===== src/rtl/mem_access.sv =====
// mem_access: memory-access pipeline stage between EX/MEM and MEMWB.
//
// Loads and stores become one req/ack transaction on the data bus. The
// pipeline is stalled from issue until the bus acknowledges. Load data comes
// back shifted down to bit 0, so MEMWB can sign- or zero-extend it from the
// low bits. Non-memory instructions pass straight through with no latency.
//
// Ports
//   clk, rstn                  clock, asynchronous active-low reset
//   ex_valid                   EX/MEM holds a valid instruction
//   mem_read, mem_write        load / store (never both)
//   mem_size                   0 byte, 1 half, 2 word, 3 treated as word
//   wbs_in, rdn_in, alu_in     writeback select, dest reg, ALU result/address
//   st_data                    right-aligned store data
//   d_req, d_we, d_addr,
//   d_be, d_wdata              registered data-bus request
//   d_ack, d_rdata             data-bus completion and read data
//   stall                      hold PC, IF/ID, ID/EX and EX/MEM
//   misalign                   one-cycle misaligned-access flag
//   wbs, rdn, alu_out, mrd     results forwarded to MEMWB
module mem_access #(
  parameter int unsigned WordSize = 32
) (
  input  logic                clk,
  input  logic                rstn,
  input  logic                ex_valid,
  input  logic                mem_read,
  input  logic                mem_write,
  input  logic [1:0]          mem_size,
  input  logic [2:0]          wbs_in,
  input  logic [4:0]          rdn_in,
  input  logic [WordSize-1:0] alu_in,
  input  logic [WordSize-1:0] st_data,
  output logic                d_req,
  output logic                d_we,
  output logic [WordSize-1:0] d_addr,
  output logic [3:0]          d_be,
  output logic [WordSize-1:0] d_wdata,
  input  logic                d_ack,
  input  logic [WordSize-1:0] d_rdata,
  output logic                stall,
  output logic                misalign,
  output logic [2:0]          wbs,
  output logic [4:0]          rdn,
  output logic [WordSize-1:0] alu_out,
  output logic [WordSize-1:0] mrd
);

  typedef enum logic [1:0] {
    IDLE,
    WAIT,
    RESP
  } state_t;

  state_t state, state_next;

  logic                mem_op;
  logic                mis_op;
  logic                start;
  logic [3:0]          be_calc;
  logic [WordSize-1:0] wdata_calc;

  logic [1:0]          off_q;
  logic [2:0]          wbs_q;
  logic [4:0]          rdn_q;
  logic [WordSize-1:0] alu_q;
  logic [WordSize-1:0] mrd_q;

  assign mem_op = ex_valid & (mem_read | mem_write);
  assign start  = (state == IDLE) & mem_op & ~mis_op;

  // Byte-lane enables, replicated store data and alignment check.
  always_comb begin
    be_calc    = '0;
    wdata_calc = '0;
    mis_op     = 1'b0;
    case (mem_size)
      2'd0: begin
        be_calc    = 4'b0001 << alu_in[1:0];
        wdata_calc = {4{st_data[7:0]}};
      end
      2'd1: begin
        be_calc    = 4'b0011 << alu_in[1:0];
        wdata_calc = {2{st_data[15:0]}};
        mis_op     = alu_in[0];
      end
      default: begin
        be_calc    = 4'b1111;
        wdata_calc = st_data;
        mis_op     = |alu_in[1:0];
      end
    endcase
  end

  always_ff @(posedge clk or negedge rstn) begin
    if (!rstn) begin
      state   <= IDLE;
      d_req   <= 1'b0;
      d_we    <= 1'b0;
      d_addr  <= '0;
      d_be    <= '0;
      d_wdata <= '0;
      off_q   <= '0;
      wbs_q   <= '0;
      rdn_q   <= '0;
      alu_q   <= '0;
      mrd_q   <= '0;
    end else begin
      state <= state_next;
      case (state)
        IDLE: begin
          if (start) begin
            d_req   <= 1'b1;
            d_we    <= mem_write;
            d_addr  <= {alu_in[WordSize-1:2], 2'b00};
            d_be    <= be_calc;
            d_wdata <= wdata_calc;
            off_q   <= alu_in[1:0];
            wbs_q   <= wbs_in;
            rdn_q   <= rdn_in;
            alu_q   <= alu_in;
          end
        end
        WAIT: begin
          // d_we still reflects the latched op, so it doubles as store flag.
          if (d_ack) begin
            d_req <= 1'b0;
            mrd_q <= d_we ? '0 : (d_rdata >> {off_q, 3'b000});
          end
        end
        default: ;
      endcase
    end
  end

  always_comb begin
    state_next = state;
    stall      = 1'b0;
    misalign   = 1'b0;
    wbs        = 3'd3;
    rdn        = '0;
    alu_out    = '0;
    mrd        = '0;
    unique case (state)
      IDLE: begin
        if (mem_op) begin
          if (mis_op) begin
            misalign = 1'b1;
          end else begin
            stall      = 1'b1;
            state_next = WAIT;
          end
        end else begin
          rdn     = ex_valid ? rdn_in : '0;
          wbs     = wbs_in;
          alu_out = alu_in;
        end
      end
      WAIT: begin
        stall = 1'b1;
        if (d_ack) state_next = RESP;
      end
      RESP: begin
        rdn        = rdn_q;
        wbs        = wbs_q;
        alu_out    = alu_q;
        mrd        = mrd_q;
        state_next = IDLE;
      end
      default: state_next = IDLE;
    endcase
  end

endmodule

===== config.mk =====
export PLATFORM = sky130hd
export DESIGN_NAME = mem_access
export DESIGN_NICKNAME = d
export VERILOG_FILES = /design/src/rtl/mem_access.sv
export SDC_FILE = /design/constraint.sdc
export NUM_CORES = 1
export LEC_CHECK = 0
export ABC_AREA = 1
export ABC_CLOCK_PERIOD_IN_PS = 1500
export CELL_PAD_IN_SITES_DETAIL_PLACEMENT = 0
export CELL_PAD_IN_SITES_GLOBAL_PLACEMENT = 2
export CORE_UTILIZATION = 22
export CTS_CLUSTER_DIAMETER = 40
export DETAILED_ROUTE_END_ITERATION = 8
export HOLD_SLACK_MARGIN = 0.05
export PLACE_DENSITY_LB_ADDON = 0.2
export SLEW_MARGIN = 20
export SYNTH_ARGS = -nofsm -noshare
export SYNTH_HDL_FRONTEND = slang
export SYNTH_SLANG_ARGS = --single-unit

===== constraint.sdc =====
create_clock -name clk -period 1.5 [get_ports clk]
set_input_delay 0.225 -clock clk [delete_from_list [all_inputs] [get_ports clk]]
set_output_delay 0.225 -clock clk [all_outputs]
set_load 0.01 [all_outputs]

* Yosys cells after proc, flatten, opt, wreduce, memory -nomap -nowiden
Index checks and enable logic that the tools add are counted. W data, S select, Z words.
Storage, ports and cells: bits in registers 144, word-level logic and storage cells 59, output and inout bits 144, input bits 112
Cells by class: equality and inequality tests 7, reductions and logical operators 8, shifts and indexed selects 3, bitwise logic cells 5, muxes and demuxes 25
Operator list (count):
- $pmux W32 S2 | 2
- $mux W32 | 3
- $shr A32 B5 Y32 | 1
- $mux W5 | 2
- $pmux W5 S2 | 1
- $ne A2 B2 Y1 const B | 4
- $pmux W4 S2 | 1
- $mux W1 | 7
- $mux W2 | 3
- $pmux W1 S2 | 3
- $pmux W3 S2 | 1
- $reduce_and A3 Y1 | 2
- $eq A2 B1 Y1 const B | 2
- $logic_not A2 Y1 | 2
- $pmux W2 S2 | 1
- $reduce_and A2 Y1 | 2
- $shl A1 B2 Y4 const A | 1
- $shl A2 B2 Y4 const A | 1
- $and A1 B1 Y1 | 3
- $mux W3 | 1
- $eq A2 B2 Y1 const B | 1
- $reduce_bool A2 Y1 | 1
- $reduce_or A2 Y1 | 1
- $not A1 Y1 | 1
- $or A1 B1 Y1 | 1

* Depth between registers and ports, before layout
Gate-level depths: netlist of the first run.
depth after elaboration 6, gate-level depth with buffers 9, mapped depth without buffers 7

* Least setup slack after synthesis of the first run
Ideal clock, no wire load.
kind reg2out, start register state[1], end output port stall, buffers on the path 1, data arrival time 1194 ps, cell stages (with the launch flop) 7, required time 1275 ps, slack 81 ps, cells stage by stage dfrtp_1 -> nor2_4 -> nand3_2 -> nor2_4 -> inv_2 -> buf_2 -> nand2_1
Between the ends: longest elaborated chain between the ends 2, elaborated cells on any way between the ends 3, classes of those cells eq/ne: 1; mux: 1; reduce/logical: 1
RTL lines:
- start: declaration | RTL line 55 | state_t state, state_next;
- start signal: assignment | RTL line 109 | state <= state_next;
- $eq A2 B1 Y1 / $logic_not A2 Y1 (equally long branches) | RTL line 144 | unique case (state)
- $pmux W1 S2 * | RTL line 144
- end: declaration | RTL line 41 | output logic stall,
Mark *: on every way between the ends. The rest lies on a longest branch, timed or not.

* Final worst setup path of the first run
Ends and elaborated chain as after synthesis.

==> results by group, run 1 <==
Outcome
  – Status: complete, but fails checks
  – Failing checks: negative setup slack

Routing
  – Initial DRT Pass Iterations: 4
  – Initial drt markers: 264
  – Detailed-route vias per instance: 4.37
  – DRC: 0
  – Final ANT Viol Nets: 0
  – Drt wl/cell: 17.8 um
  – Detailed Route WL: 26300 um
  – Via count: 6466

Power and ir drop
  – Clock network fraction of total power: 0.210
  – Net Switching: 4.86 mW
  – Leak: 5.47 nW
  – Comb pwr share: 0.445
  – P_int: 8.23 mW
  – PwrDens: 1230 nW/um2
  – Worst vdd ir: 0.000613 V
  – Sequential group share of total power: 0.346
  – Switching fraction of total power: 0.371

Floorplan
  – Die Ht: 168 um
  – Core area: 27000 um2
  – Die X: 168 um
  – Starting Density: 0.224
  – Row count: 60
  – Die ar.: 28100 um2
  – Top-Level Pins: 256

STA
  – Final Hold Fails: 0
  – Fin crit share: 1.22
  – Tmin final: 1830 ps
  – Final setup margin: -333 ps
  – Clk_skew: 10.1 ps
  – Max Freq: 546 MHz
  – RSZ-0062 raised after global routing: yes
  – Slew Limit Fails: 0
  – Worst Hold Slack: 288 ps
  – Final setup vio count: 180
  – Total Neg Setup Slack: -33860 ps

Cells and area
  – Synth-to-Final Area Change: 76.5%
  – Share of layout cells above drive strength 1: 0.309
  – NumNets Final: 1246
  – Ant diodes: 0

Clocking
  – CTS tree: done
  – Total CTS buffers: 9
  – Clk slew on worst S/H paths: 80 ps
  – Sink Count: 112
  – H-Tree Level Count: 3
  – Root buf cell: clkbuf_16
  – Clock buffer depth: 2
  – Clk_lat worst skew: 360 ps

GRT
  – Largest net degree at the start of global routing: 47
  – GRT met2 Usage: 0.320
  – Initial antenna violation count: 0
  – GR met1 Demand/Resource: 0.236
  – Tot GR Track Use: 0.187
  – Global route overflow: 0
  – Grt met3 use: 0.0506
  – Vias in the first global route: 6547
  – First-pass GRT wire length: 39900 um
  – Busiest layer in global routing: met2

Setup path
  – Critical Path Start Type: register
  – CP Capture Type: output pin
  – Setup CP Type: reg -> out
  – Critical path peak fanout: 4
  – Crit path required time: 1270 ps
  – Critical path arrival: 1610 ps

Synth
  – Warnings from Yosys: 0
  – Sequential share of the synthesized area: 0.464
  – Synth Cell Area: 6040 um2
  – Distinct cells, synth: 20
  – Avg Cell Area, Syn: 7.18 um2
  – Cells after Synth: 841
  – #FFs+latches synth: 112

Placed design
  – DP HPWL: 16900 um
  – IO Port Bufs: 253
  – Gp weighted congestion: 0.766

Run
  – Max Cap Viol: 0

Hold path
  – Hold crit path type: in -> async
==> cells in the mapped netlist, drive strengths merged <==
cell type / count / area, um2
o22ai: 9 / 56.3
nor2: 45 / 191
conb: 1 / 3.75
clkbuf: 25 / 93.8
o21ai: 114 / 571
inv: 90 / 338
dfrtp: 112 / 2800
buf: 56 / 394
nand3: 73 / 370
nand2: 308 / 1160
a21oi: 1 / 5.00
o211ai: 7 / 52.6
==> layout make-up <==
type / count / area [um2]
clock buffer: 11 / 243
sequential: 112 / 2800
tap: 341 / 427
fill: 2832 / 16300
inverter: 90 / 338
timing repair buffer: 362 / 3720
multi-input combinational: 559 / 3040
clock inverter: 5 / 86.3
==> power groups by stage <==
stage          Combinational (mW)  Clock, mW  Sequential, mW
2_1_floorplan                2.48          0            4.63
3_3_place_gp                 5.22          0            4.58
3_5_place_dp                 5.20          0            4.58
4_1_cts                      5.64       2.85            4.53
5_1_grt                      6.38       2.94            4.65
6_report                     5.82       2.74            4.52
==> layer usage <==
layer | share of wire | wire (um)
met4 | 0.015 | 405
met2 | 0.48 | 12600
met5 | 0 | 0
met1 | 0.44 | 11700
met3 | 0.060 | 1580
==> logic make-up (layout without fill, tap and decap cells) <==
kind of cell,Yosys count,after routing,share of synthesized area
simple gates,426,426,0.285
buf+inv,171,468,0.137
compound gates,131,131,0.113
flops,112,112,0.464
other cells,1,2,0.000621
==> timing repair <==
item | 4_1_cts | 5_1_grt
gates cloned | 20 | 2
pin swaps | 37 | 17
setup buffers | 27 | 14
hold endpoints to repair | 13 | 0
resized for setup | 508 | 156
hold buffers | 1 | 0
endpoints found under the setup margin | 229 | 200
==> layout by cell type (no fill, tap or decap), types with 2 or more instances in the layout <==
| cell | n |
|---|---|
| buf_6 | 15 |
| buf_8 | 9 |
| inv_6 | 2 |
| nor2_4 | 7 |
| nor2_1 | 32 |
| clkbuf_16 | 11 |
| o21ai_1 | 30 |
| nand2_1 | 228 |
| inv_2 | 4 |
| buf_16 | 12 |
| nor2_2 | 6 |
| buf_4 | 54 |
| clkdlybuf4s15_2 | 9 |
| buf_12 | 23 |
| inv_1 | 86 |
| bufinv_16 | 2 |
| nand3_2 | 3 |
| buf_2 | 58 |
| clkdlybuf4s50_1 | 112 |
| nand2_2 | 56 |
| nand3_1 | 69 |
| o21ai_2 | 44 |
| conb_1 | 2 |
| dfrtp_1 | 111 |
| dlygate4sd2_1 | 52 |
| dlymetal6s2s_1 | 15 |
| o22ai_2 | 7 |
| nand2_4 | 23 |
| o21ai_0 | 39 |
| o211ai_1 | 7 |
==> state kept, by name (all words and copies together), names as in the netlist <==
name     cells
d_wdata     32
d_be         4
off_q        1
d_req        1
state        2
d_we         1
alu_q       31
mrd_q       32
rdn_q        5
wbs_q        3
==> worst max-delay path, stage by stage, from the launching register on <==
cell,delay (ps)
dfrtp_2,440
nor2_4,180
buf_6,130
buf_6,90
nand3_4,70
nor2_4,120
inv_2,60
nand2_2,60
buf_6,110
==> final timing paths <==
path	from	end	slack, ps	depth (start not counted)
setup / recovery	state[1]	stall	-330	8
hold / removal	rstn	alu_q[8]	290	2
setup reg to reg	state[1]	rdn_q[0]	-250	10
hold reg to reg	d_req	d_req	470	2
max in group asynchronous	rstn	state[1]	620	3
min in group clk	alu_in[11]	alu_q[11]	450	3
==> metrics by stage <==
| step | instance area, um2 | util | power [mW] | cells | setup slack [ps] |
|---|---|---|---|---|---|
| global placement | 9100 | 0.338 | 9.80 | 1415 | -652 |
| CTS | 10300 | 0.383 | 13.0 | 1478 | -357 |
| finish | 10700 | 0.395 | 13.1 | 1480 | -333 |
| global route | 10700 | 0.395 | 14.0 | 1480 | -426 |
| detailed placement | 9100 | 0.338 | 9.78 | 1415 | -676 |
| floorplan | 6040 | - | 7.10 | 842 | 80.7 |
No activity file was read; power rests on OpenSTA's default activity.
==> run 2, diff against run 1 <==
==> constraint.sdc (replaced) <==
create_clock -name clk -period 1.5 [get_ports clk]
set_input_delay 0.225 -clock clk [delete_from_list [all_inputs] [get_ports clk]]
set_output_delay 0.225 -clock clk [all_outputs]
set_load 0.1 [all_outputs]
==> run 2 against run 1 <==
Effect of this change: the run still ends with negative setup slack left; via count is 1.7% lower; setup slack got worse by 29 ps; clock power fell by 14%; power rose by 63%; register-to-register slack lost 60 ps; maximum frequency shrank 1.6%; highest routed layer is now met5; core utilization rose by 8.9 points; hold slack better by 110 ps; first-iteration DRC count up 2.7%; largest power group unchanged; non-clock buffer count is 12 lower; largest cell class unchanged.
==> results by group, run 2 (same netlist as run 1, synthesis figures left out) <==
Outcome
  – Status: complete, but fails checks (unchanged)
  – Failing checks: negative setup slack (unchanged)

Setup path
  – Critical path arrival: 1640 ps (was 1610 ps)
  – Crit path required time: 1270 ps (about the same)
  – Crit path top cell by count: buf_12 (was buf_6)
  – Setup CP Type: reg -> out (unchanged)
  – Critical path peak fanout: 7 (was 4)
  – FF-to-FF setup slack: -310 ps (was -250 ps)
  – Critical path, cell by cell: nor2_4 -> buf_12 -> nand2_4 -> buf_12 -> o22ai_4 -> buf_12 (was nor2_4 -> buf_6 -> buf_6 -> nand3_4 -> nor2_4 -> inv_2 -> nand2_2 -> buf_6)
  – Critical Path Start Type: register (unchanged)
  – Slowest stage cell, crit path: dfrtp_1 (was dfrtp_2)
  – CP Capture Type: output pin (unchanged)
  – CP peak stage delay: 420 ps (was 440 ps)

Cells and area
  – Final core utilization: 0.484 (was 0.395)
  – Ant diodes: 0 (unchanged)
  – Fillers: 2483 (was 2832)
  – Top flop regs: d_wdata (32), mrd_q (32), alu_q (31) (unchanged)
  – Synth-to-Final Area Change: 116% (was 76.5%)
  – Final std cells w/o fill: 1468 (was 1480)
  – NumNets Final: 1234 (was 1246)
  – Share of layout cells above drive strength 1: 0.428 (was 0.309)
  – Commonest non-fill, non-tap cell in the layout: nand2_1 (unchanged)
  – Most frequent cells in the layout: 210 x nand2_1, 175 x buf_12, 110 x dfrtp_1, 110 x clkdlybuf4s50_1, 85 x inv_1 (was 228 x nand2_1, 112 x clkdlybuf4s50_1, 111 x dfrtp_1)

Clocking
  – CTS tree: done (unchanged)
  – Clk_lat worst skew: 360 ps (about the same)
  – Root buf cell: clkbuf_16 (unchanged)
  – Clock buffer depth: 2 (unchanged)
  – Total CTS buffers: 9 (unchanged)
  – Sink Count: 112 (unchanged)
  – Clk slew on worst S/H paths: 90 ps (was 80 ps)
  – H-Tree Level Count: 3 (unchanged)

Routing
  – Initial drt markers: 271 (was 264)
  – Detailed-route vias per instance: 4.33 (was 4.37)
  – Detailed Route WL: 24700 um (was 26300 um)
  – Via count: 6353 (was 6466)
  – Initial DRT Pass Iterations: 4 (unchanged)
  – DRC: 0 (unchanged)
  – Drt wl/cell: 16.9 um (was 17.8 um)
  – Final ANT Viol Nets: 0 (unchanged)

STA
  – Final Hold Fails: 0 (unchanged)
  – RSZ-0062 raised after global routing: yes (unchanged)
  – Final setup margin: -362 ps (was -333 ps)
  – Fin crit share: 1.24 (was 1.22)
  – Clk_skew: 13.7 ps (was 10.1 ps)
  – Max Freq: 537 MHz (was 546 MHz)
  – Final setup vio count: 150 (was 180)
  – Relative slew slack: 0.621
  – Slew @ Worst Pin: 569 ps
  – Slew Limit Fails: 0 (unchanged)
  – Tmin final: 1860 ps (was 1830 ps)

GRT
  – Initial antenna violation count: 1 (was 0)
  – Largest net degree at the start of global routing: 72 (was 47)
  – Tot GR Track Use: 0.177 (was 0.187)
  – First-pass GRT wire length: 38000 um (was 39900 um)
  – Global route overflow: 0 (unchanged)
  – Vias in the first global route: 6460 (was 6547)

Floorplan
  – Top-Level Pins: 256 (unchanged)
  – Row count: 60 (unchanged)
  – Starting Density: 0.224 (unchanged)
  – Die ar.: 28100 um2 (unchanged)
  – Die Ht: 168 um (unchanged)
  – Die X: 168 um (unchanged)
  – Core area: 27000 um2 (unchanged)

Placed design
  – Gp weighted congestion: 0.775 (was 0.766)
  – DP HPWL: 17500 um (was 16900 um)
  – Placed cells: 1417 (was 1415)
  – Place WS: -472 ps (was -676 ps)
  – IO Port Bufs: 253 (unchanged)

Power and ir drop
  – Worst vdd ir: 0.000607 V (was 0.000613 V)
  – PwrDens: 1640 nW/um2 (was 1230 nW/um2)
  – Leak: 5.89 nW (was 5.47 nW)

Run
  – Max Cap Viol: 0 (unchanged)

Hold path
  – Hold crit path type: in -> async (unchanged)
run 2: cell types whose count changed in the layout (fill, tap and decap cells not counted), sizes merged, moves of 9 or more:
cell           previous run  this run
clkdlybuf4s15             9         0
dlymetal6s2s             15         0
buf                     171       236
dlygate4sd2              52         0
run 2: path summary, 6_finish.rpt:
check,start,endpoint,cells past startpoint
max in group asynchronous,rstn,mrd_q[9],3
min in group clk,alu_in[4],alu_q[4],3
worst max-delay path,state[0],rdn[0],6
worst max register to register,state[0],alu_q[15],12
worst min register to register,mrd_q[20],mrd_q[20],2
worst min-delay path,rstn,alu_q[13],3
run 2: repair_timing:
item | CTS | global route
pin swaps | 46 | 16
endpoints found under the hold margin | 112 | 0
cloned | 14 | 2
setup buffers | 23 | 8
resized for setup | 144 | 125
endpoints found under the setup margin | 173 | 184
hold buffers | 1 | 0
run 2: metrics by stage:
step	hold slack (ps)	area, um2	setup TNS (ps)	power (mW)
finish	400	13000	-36140	21.4
global route	441	13000	-50210	22.3
CTS	429	12700	-48350	21.4
detailed placement	288	11400	-38810	18.3
global placement	300	11400	-35030	18.3
floorplan	-70.6	6910	-4040	13.3
run 2: cell type report:
class                   instances  area (um2)  area share
clock buffers                  11         233      0.0178
clock inverters                 5        40.0     0.00307
inverters                      90         348      0.0267
multi-input cells             559        3760       0.288
flip-flops and latches        112        2810       0.215
well taps                     341         427      0.0327
repair buffers                350        5440       0.417
run 2: worst max-delay path, delay by kind of cell, from the launching register on:
family / cells / cell delay, ps
compound gates: 1 / 130
buf+inv: 3 / 510
flops: 1 / 420
simple gates: 2 / 220
run 2: power by group:
| group | internal, mW | switching (mW) | total [mW] |
|---|---|---|---|
| clock | 1.15 | 1.21 | 2.36 |
| combinational | 5.05 | 9.08 | 14.1 |
| sequential | 4.03 | 0.850 | 4.88 |
| total | 10.2 | 11.1 | 21.4 |
run 2: routing by layer:
| metal | up-vias | track usage | part of all wire |
|---|---|---|---|
| met4 | 2 | 0.0403 | 0.011 |
| met2 | 167 | 0.290 | 0.48 |
| met3 | 17 | 0.0399 | 0.047 |
| met5 | - | 0 | 0.00049 |
| li1 | 3164 | - | - |
| met1 | 3003 | 0.236 | 0.46 |
